File: src/rtl/pipe_hazard_if.sv
// pipe_hazard_if: pipeline hazard-control signal bundle; master = pipeline/memory side, slave = controller.
interface pipe_hazard_if #(
    parameter int CNT_W = 32
);
    logic [4:0]       Rs1D, Rs2D, Rs1E, Rs2E, RdE, RdM, RdW;
    logic             ResultSrcE, RegWriteM, RegWriteW, PCSrcE, MemReqM, mem_ready;
    logic [1:0]       ForwardAE, ForwardBE;
    logic             StallF, StallD, StallE, StallM;
    logic             FlushD, FlushE, FlushW;
    logic             mem_timeout;
    logic [CNT_W-1:0] stall_cycles, flush_count;

    modport master (
        output Rs1D, Rs2D, Rs1E, Rs2E, RdE, RdM, RdW,
        output ResultSrcE, RegWriteM, RegWriteW, PCSrcE, MemReqM, mem_ready,
        input  ForwardAE, ForwardBE, StallF, StallD, StallE, StallM,
        input  FlushD, FlushE, FlushW, mem_timeout, stall_cycles, flush_count
    );

    modport slave (
        input  Rs1D, Rs2D, Rs1E, Rs2E, RdE, RdM, RdW,
        input  ResultSrcE, RegWriteM, RegWriteW, PCSrcE, MemReqM, mem_ready,
        output ForwardAE, ForwardBE, StallF, StallD, StallE, StallM,
        output FlushD, FlushE, FlushW, mem_timeout, stall_cycles, flush_count
    );
endinterface

File: src/rtl/pipe_hazard_ctrl.sv
// pipe_hazard_ctrl: forwarding, load-use/branch hazards and multi-cycle memory sequencing for the 5-stage pipeline.
// Define PIPE_PERF_CNT_EN to build the stall/flush performance counters.
module pipe_hazard_ctrl #(
    parameter int MAX_WAIT = 16,
    parameter int CNT_W    = 32
) (
    input logic         clk,
    input logic         rst,
    pipe_hazard_if.slave bus
);
    localparam int WW = (MAX_WAIT > 2) ? $clog2(MAX_WAIT) : 1;

    typedef enum logic [1:0] {RUN, MEM_WAIT, HALT} state_t;

    state_t        state, state_n;
    logic [WW-1:0] wait_cnt, wait_cnt_n;
    logic          timeout_n;
    logic          lw_stall, mem_stall;

    assign bus.ForwardAE = (bus.RegWriteM && bus.RdM != 5'd0 && bus.RdM == bus.Rs1E) ? 2'b10 :
                           (bus.RegWriteW && bus.RdW != 5'd0 && bus.RdW == bus.Rs1E) ? 2'b01 : 2'b00;
    assign bus.ForwardBE = (bus.RegWriteM && bus.RdM != 5'd0 && bus.RdM == bus.Rs2E) ? 2'b10 :
                           (bus.RegWriteW && bus.RdW != 5'd0 && bus.RdW == bus.Rs2E) ? 2'b01 : 2'b00;

    assign lw_stall  = bus.ResultSrcE && bus.RdE != 5'd0 && (bus.RdE == bus.Rs1D || bus.RdE == bus.Rs2D);
    assign mem_stall = (state == HALT) ||
                       (state == MEM_WAIT && !bus.mem_ready) ||
                       (state == RUN && bus.MemReqM && !bus.mem_ready);

    // A memory freeze holds EX, so any branch flush waits until the pipeline moves again.
    assign bus.StallF = mem_stall || (lw_stall && !bus.PCSrcE);
    assign bus.StallD = bus.StallF;
    assign bus.StallE = mem_stall;
    assign bus.StallM = mem_stall;
    assign bus.FlushW = mem_stall;
    assign bus.FlushD = !mem_stall && bus.PCSrcE;
    assign bus.FlushE = !mem_stall && (lw_stall || bus.PCSrcE);

    always_comb begin
        state_n    = state;
        wait_cnt_n = wait_cnt;
        timeout_n  = bus.mem_timeout;
        case (state)
            RUN: if (bus.MemReqM && !bus.mem_ready) begin
                state_n    = MEM_WAIT;
                wait_cnt_n = WW'(1);
            end
            MEM_WAIT: if (bus.mem_ready) begin
                state_n    = RUN;
                wait_cnt_n = '0;
            end else if (wait_cnt == WW'(MAX_WAIT - 1)) begin
                state_n   = HALT;
                timeout_n = 1'b1;
            end else begin
                wait_cnt_n = wait_cnt + WW'(1);
            end
            HALT: state_n = HALT;
            default: begin
                state_n    = RUN;
                wait_cnt_n = '0;
            end
        endcase
    end

    always_ff @(posedge clk) begin
        if (rst) begin
            state           <= RUN;
            wait_cnt        <= '0;
            bus.mem_timeout <= 1'b0;
        end else begin
            state           <= state_n;
            wait_cnt        <= wait_cnt_n;
            bus.mem_timeout <= timeout_n;
        end
    end

`ifdef PIPE_PERF_CNT_EN
    always_ff @(posedge clk) begin
        if (rst) begin
            bus.stall_cycles <= '0;
            bus.flush_count  <= '0;
        end else begin
            bus.stall_cycles <= bus.stall_cycles + CNT_W'(bus.StallF);
            bus.flush_count  <= bus.flush_count + CNT_W'(bus.FlushD);
        end
    end
`else
    assign bus.stall_cycles = {CNT_W{1'b0}};
    assign bus.flush_count  = {CNT_W{1'b0}};
`endif
endmodule

File: src/flat_wrapper.sv
// flat-port wrapper written by rule: the top's interface ports become plain ports
module pipe_hazard_ctrl_flat 
#(
    parameter int MAX_WAIT = 16,
    parameter int CNT_W    = 32
)
  (clk, rst, bus_Rs1D, bus_Rs2D, bus_Rs1E, bus_Rs2E, bus_RdE, bus_RdM, bus_RdW, bus_ResultSrcE, bus_RegWriteM, bus_RegWriteW, bus_PCSrcE, bus_MemReqM, bus_mem_ready, bus_ForwardAE, bus_ForwardBE, bus_StallF, bus_StallD, bus_StallE, bus_StallM, bus_FlushD, bus_FlushE, bus_FlushW, bus_mem_timeout, bus_stall_cycles, bus_flush_count);
  pipe_hazard_if #(.CNT_W(CNT_W)) bus_i ();
  input logic clk;
  input logic rst;
  input wire logic [$bits(bus_i.Rs1D)-1:0] bus_Rs1D;
  input wire logic [$bits(bus_i.Rs2D)-1:0] bus_Rs2D;
  input wire logic [$bits(bus_i.Rs1E)-1:0] bus_Rs1E;
  input wire logic [$bits(bus_i.Rs2E)-1:0] bus_Rs2E;
  input wire logic [$bits(bus_i.RdE)-1:0] bus_RdE;
  input wire logic [$bits(bus_i.RdM)-1:0] bus_RdM;
  input wire logic [$bits(bus_i.RdW)-1:0] bus_RdW;
  input wire logic [$bits(bus_i.ResultSrcE)-1:0] bus_ResultSrcE;
  input wire logic [$bits(bus_i.RegWriteM)-1:0] bus_RegWriteM;
  input wire logic [$bits(bus_i.RegWriteW)-1:0] bus_RegWriteW;
  input wire logic [$bits(bus_i.PCSrcE)-1:0] bus_PCSrcE;
  input wire logic [$bits(bus_i.MemReqM)-1:0] bus_MemReqM;
  input wire logic [$bits(bus_i.mem_ready)-1:0] bus_mem_ready;
  output wire logic [$bits(bus_i.ForwardAE)-1:0] bus_ForwardAE;
  output wire logic [$bits(bus_i.ForwardBE)-1:0] bus_ForwardBE;
  output wire logic [$bits(bus_i.StallF)-1:0] bus_StallF;
  output wire logic [$bits(bus_i.StallD)-1:0] bus_StallD;
  output wire logic [$bits(bus_i.StallE)-1:0] bus_StallE;
  output wire logic [$bits(bus_i.StallM)-1:0] bus_StallM;
  output wire logic [$bits(bus_i.FlushD)-1:0] bus_FlushD;
  output wire logic [$bits(bus_i.FlushE)-1:0] bus_FlushE;
  output wire logic [$bits(bus_i.FlushW)-1:0] bus_FlushW;
  output wire logic [$bits(bus_i.mem_timeout)-1:0] bus_mem_timeout;
  output wire logic [$bits(bus_i.stall_cycles)-1:0] bus_stall_cycles;
  output wire logic [$bits(bus_i.flush_count)-1:0] bus_flush_count;
  assign bus_i.Rs1D = bus_Rs1D;
  assign bus_i.Rs2D = bus_Rs2D;
  assign bus_i.Rs1E = bus_Rs1E;
  assign bus_i.Rs2E = bus_Rs2E;
  assign bus_i.RdE = bus_RdE;
  assign bus_i.RdM = bus_RdM;
  assign bus_i.RdW = bus_RdW;
  assign bus_i.ResultSrcE = bus_ResultSrcE;
  assign bus_i.RegWriteM = bus_RegWriteM;
  assign bus_i.RegWriteW = bus_RegWriteW;
  assign bus_i.PCSrcE = bus_PCSrcE;
  assign bus_i.MemReqM = bus_MemReqM;
  assign bus_i.mem_ready = bus_mem_ready;
  assign bus_ForwardAE = bus_i.ForwardAE;
  assign bus_ForwardBE = bus_i.ForwardBE;
  assign bus_StallF = bus_i.StallF;
  assign bus_StallD = bus_i.StallD;
  assign bus_StallE = bus_i.StallE;
  assign bus_StallM = bus_i.StallM;
  assign bus_FlushD = bus_i.FlushD;
  assign bus_FlushE = bus_i.FlushE;
  assign bus_FlushW = bus_i.FlushW;
  assign bus_mem_timeout = bus_i.mem_timeout;
  assign bus_stall_cycles = bus_i.stall_cycles;
  assign bus_flush_count = bus_i.flush_count;
  pipe_hazard_ctrl #(.MAX_WAIT(MAX_WAIT), .CNT_W(CNT_W)) u_core (.clk(clk), .rst(rst), .bus(bus_i));
endmodule
File: config.mk
export PLATFORM = sky130hd
export DESIGN_NAME = pipe_hazard_ctrl_flat
export DESIGN_NICKNAME = d
export VERILOG_FILES = /design/src/rtl/pipe_hazard_if.sv /design/src/rtl/pipe_hazard_ctrl.sv /design/src/flat_wrapper.sv
export SDC_FILE = /design/constraint.sdc
export NUM_CORES = 1
export LEC_CHECK = 0
export ABC_CLOCK_PERIOD_IN_PS = 4600
export CAP_MARGIN = 20
export CORE_UTILIZATION = 33
export CTS_CLUSTER_SIZE = 8
export DETAILED_ROUTE_END_ITERATION = 7
export PLACE_DENSITY = 0.86
export SETUP_SLACK_MARGIN = 0.5
export SKIP_LAST_GASP = 1
export SYNTH_ARGS = -nofsm -noshare
export SYNTH_HDL_FRONTEND = slang
export SYNTH_SLANG_ARGS = --single-unit
File: constraint.sdc
create_clock -name clk -period 4.6 [get_ports clk]
set_clock_uncertainty 0.15 [all_clocks]
set_input_delay 0.92 -clock clk [delete_from_list [all_inputs] [get_ports clk]]
set_output_delay 0.92 -clock clk [all_outputs]
set_load 0.02 [all_outputs]
==> results of run 1 <==
==> layout by cell type, fill, tap and decap left out <==
master and instances:
sky130_fd_sc_hd__a211o_1 1, sky130_fd_sc_hd__a21oi_1 3, sky130_fd_sc_hd__a221oi_1 1, sky130_fd_sc_hd__a22oi_1 1
sky130_fd_sc_hd__clkbuf_1 1, sky130_fd_sc_hd__clkbuf_8 3, sky130_fd_sc_hd__clkdlybuf4s50_1 51, sky130_fd_sc_hd__conb_1 64
sky130_fd_sc_hd__dfxtp_1 7, sky130_fd_sc_hd__dlygate4sd2_1 2, sky130_fd_sc_hd__dlymetal6s2s_1 1, sky130_fd_sc_hd__ha_1 1
sky130_fd_sc_hd__inv_1 4, sky130_fd_sc_hd__nand2_1 3, sky130_fd_sc_hd__nand2b_1 1, sky130_fd_sc_hd__nand3_1 3
sky130_fd_sc_hd__nand4_1 2, sky130_fd_sc_hd__nor2_1 9, sky130_fd_sc_hd__nor2b_1 2, sky130_fd_sc_hd__nor3_1 2
sky130_fd_sc_hd__nor3b_1 2, sky130_fd_sc_hd__nor4_1 2, sky130_fd_sc_hd__nor4_2 2, sky130_fd_sc_hd__o21a_1 1
sky130_fd_sc_hd__o21ai_0 5, sky130_fd_sc_hd__o21ai_1 1, sky130_fd_sc_hd__o21ai_2 1, sky130_fd_sc_hd__o221ai_1 1
sky130_fd_sc_hd__o22ai_1 1, sky130_fd_sc_hd__o31ai_1 2, sky130_fd_sc_hd__or2_2 1, sky130_fd_sc_hd__or3_1 2
sky130_fd_sc_hd__or4_1 5, sky130_fd_sc_hd__xnor2_1 6, sky130_fd_sc_hd__xor2_1 25
==> worst register-to-register path: stages, from the launching register on <==
cell,delay (ps)
sky130_fd_sc_hd__dfxtp_1,340
sky130_fd_sc_hd__ha_1,220
sky130_fd_sc_hd__nand4_1,230
sky130_fd_sc_hd__nor2_1,60
sky130_fd_sc_hd__or3_1,350
sky130_fd_sc_hd__a221oi_1,240
==> state kept, by name (all words and copies together) (netlist names) <==
name and count:
u_core.wait_cnt 4, u_core.bus.mem_timeout 1, u_core.state 2
==> kinds of logic after synthesis <==
| group | synth area share |
|---|---|
| compound gates | 0.09091 |
| xor+xnor | 0.2121 |
| fa+ha+maj | 0.009774 |
| buf+inv | 0.4106 |
| flops | 0.1095 |
| other cells | 0.002930 |
| simple gates | 0.1642 |
==> metal layers <==
metal  vias up  GRT usage  wire length [µm]
met5         -          0                 0
met4         0    0.04722                60
met3         7    0.01786               147
met2        54     0.2118              1404
met1       486     0.1247               959
li1        530          -                 -
==> cell type report <==
class	instances	area (µm²)	area share
timing repair buffer	54	540.5	0.3273
inverter	4	15.01	0.009091
sequential	7	140.1	0.08485
tap	48	60.06	0.03636
clock buffer	4	45.04	0.02727
multi-input combinational	150	850.8	0.5152
==> metrics by stage <==
stage | hold slack (ps) | setup WS (ps) | power [mW] | cells
floorplan | 292.7 | 1262 | 0.1945 | 230
global placement | 304.6 | 465.9 | 0.2095 | 263
detailed placement | 308.7 | 387.3 | 0.2110 | 263
CTS | 318.3 | 632.0 | 0.3016 | 267
global route | 348.1 | 516.7 | 0.3163 | 267
finish | 320.1 | 620.1 | 0.3006 | 267
==> power by group through the flow <==
stage	sequential [mW]	combinational, mW	clock [mW]
floorplan	0.0642	0.130	0
global placement	0.0653	0.144	0
detailed placement	0.0654	0.146	0
CTS	0.0644	0.146	0.0911
global route	0.0648	0.157	0.0944
finish	0.0645	0.146	0.0896
==> final timing paths <==
path	endpoint	slack, ps	cells after the start
worst max-delay path	bus_ForwardBE[1]	620	5
worst min-delay path	u_core.bus.mem_timeout	320	2
worst max register to register	u_core.wait_cnt[0]	2910	5
worst min register to register	u_core.bus.mem_timeout	320	2
==> results.txt, run 1 <==
result of the run - completed
Sw Share - 0.3967
clock tree from TritonCTS - yes
worst stage delay on the critical path - 730 ps
clock buffer depth - 2
peak supply drop - 69.50 µV
Hold Path Class - reg -> reg
synth top area cells - sky130_fd_sc_hd__buf_4, sky130_fd_sc_hd__xor2_1, sky130_fd_sc_hd__dfxtp_1
Relative slew margins - 0.6600
utilization after layout - 0.4478
internal power summed over all cells - 181.4 µW
Placer Congestion - 0.8885
Power Dens Cells - 182.0 nW/µm²
Final HPWL DP - 2.221 mm
via/cell ratio - 4.034
total number of clock tree sinks - 7
cts repair resizes - 2
width of the die - 64.28 µm
number of maximum-capacitance constraint violations - 0
number of register bits inferred by synthesis - 7
clock insertion delay at the later pin of the skew report - 230 ps
data required time at the worst endpoint - 3530 ps
setup repair after global routing missed its margin - false
total number of H-tree levels - 1
Hold Vio Cnt, Final - 0
number of buffer cells added on primary ports - 54
count leader, synth - sky130_fd_sc_hd__buf_4
hold-fix buffers at CTS - 0
post-route design area - 1652 µm²
signal arrival time at the worst endpoint - 2910 ps
Tightest Pin Transition - 505.3 ps
setup violators final - 0
maximum number of pins on one net before global-route repair - 12
Die Outline Area - 4132 µm²
commonest cells in the synthesized netlist - sky130_fd_sc_hd__buf_4, sky130_fd_sc_hd__xor2_1, sky130_fd_sc_hd__nor2_1, sky130_fd_sc_hd__dfxtp_1, sky130_fd_sc_hd__xnor2_1
antenna violations before repair - 0
Clock power frac - 0.298
number of routed nets with antenna violations - 0
Reg-to-Reg Start - u_core.wait_cnt[0]
count of flip-flops with a built-in enable after synthesis - 0
count of final max-slew check failures - 0
cell type with the highest aggregate area in the netlist - sky130_fd_sc_hd__buf_4
Critical Path Slowest Stage Cell - sky130_fd_sc_hd__clkdlybuf4s50_1
proportion of power drawn by combinational gates - 0.487
CP Max Fanout - 3
Top cell by count, worst path - sky130_fd_sc_hd__clkdlybuf4s50_1
Tot GR Track Use - 0.1134
nature of the critical path startpoint - input pin
fraction of final layout cells sized beyond drive strength 1 - 0.03196
period utilization - 0.8652
Static Leakage - 0.7466 nW
via count - 1077
number of buffers added for setup after CTS - 0
clock-pin slew reported for the worst setup and hold paths after clock tree synthesis - 40 ps
via count of the first global-routing pass - 883
Worst setup EP type - output pin
violation count after the first detailed-route iteration - 52
Synth Cell Area - 1280 µm²
share of the synthesized area in the top cell type - 0.3930
final critical delay including setup and external delays - 3980 ps
Die Ht - 64.28 µm
num ports - 119
kind of critical path - in -> out
Remaining DRCs - 0
setup TNS - 0 ps
fmax - 251.3 MHz
row count - 22
cell family with most CP delay - buffers and inverters
Crit. Startpoint - bus_RdM[3]
count of inserted antenna diode cells - 0
WL/cell - 9.629 µm
core box area - 3689 µm²
root buf cell - sky130_fd_sc_hd__clkbuf_8
Routed WL - 2.571 mm
syn_area_per_cell - 7.665 µm²
hold path start - u_core.bus.mem_timeout
leading register cell type out of synthesis - sky130_fd_sc_hd__dfxtp_1
synth unique cells - 32
fill cell count - 393
Net Sw Power - 119.2 µW
cells along the critical path - clkdlybuf4s50_1 -> xnor2_1 -> nand3_1 -> nor4_1 -> clkdlybuf4s50_1
count of TritonRoute iterations in the first routing pass - 3
Inserted Clock Buffers - 3
sequential area share after synthesis - 0.1095
standard cell area after detailed placement - 1607 µm²
Initial Utilization - 0.3470
number of buffers and inverters on the critical path - 2
Area Overhead vs Synth - 29.03%
number of standard cells after synthesis - 167
share of synthesized flip-flops with an asynchronous set or reset - 0
Ys Warns - 0
Final #Nets - 264
global-route wire length before repair - 3.781 mm
remaining global-route overflow - 0
sequential share of power - 0.214
Power figures use the tool's default switching activity.
==> inputs of run 2 (changes only) <==
--- a/config.mk
+++ b/config.mk
@@ -13,6 +13,7 @@
 export PLACE_DENSITY = 0.86
 export SETUP_SLACK_MARGIN = 0.5
 export SKIP_LAST_GASP = 1
+export SLEW_MARGIN = 20
 export SYNTH_ARGS = -nofsm -noshare
 export SYNTH_HDL_FRONTEND = slang
 export SYNTH_SLANG_ARGS = --single-unit
==> results of run 2 <==
Same layout as run 1: the final DEF is identical, and so are final timing and power.
==> inputs of run 3 (changes only) <==
--- a/config.mk
+++ b/config.mk
@@ -13,7 +13,6 @@
 export PLACE_DENSITY = 0.86
 export SETUP_SLACK_MARGIN = 0.5
 export SKIP_LAST_GASP = 1
-export SLEW_MARGIN = 20
 export SYNTH_ARGS = -nofsm -noshare
 export SYNTH_HDL_FRONTEND = slang
 export SYNTH_SLANG_ARGS = --single-unit
==> results of run 3 <==
Same layout as run 1: the final DEF is identical, and so are final timing and power.
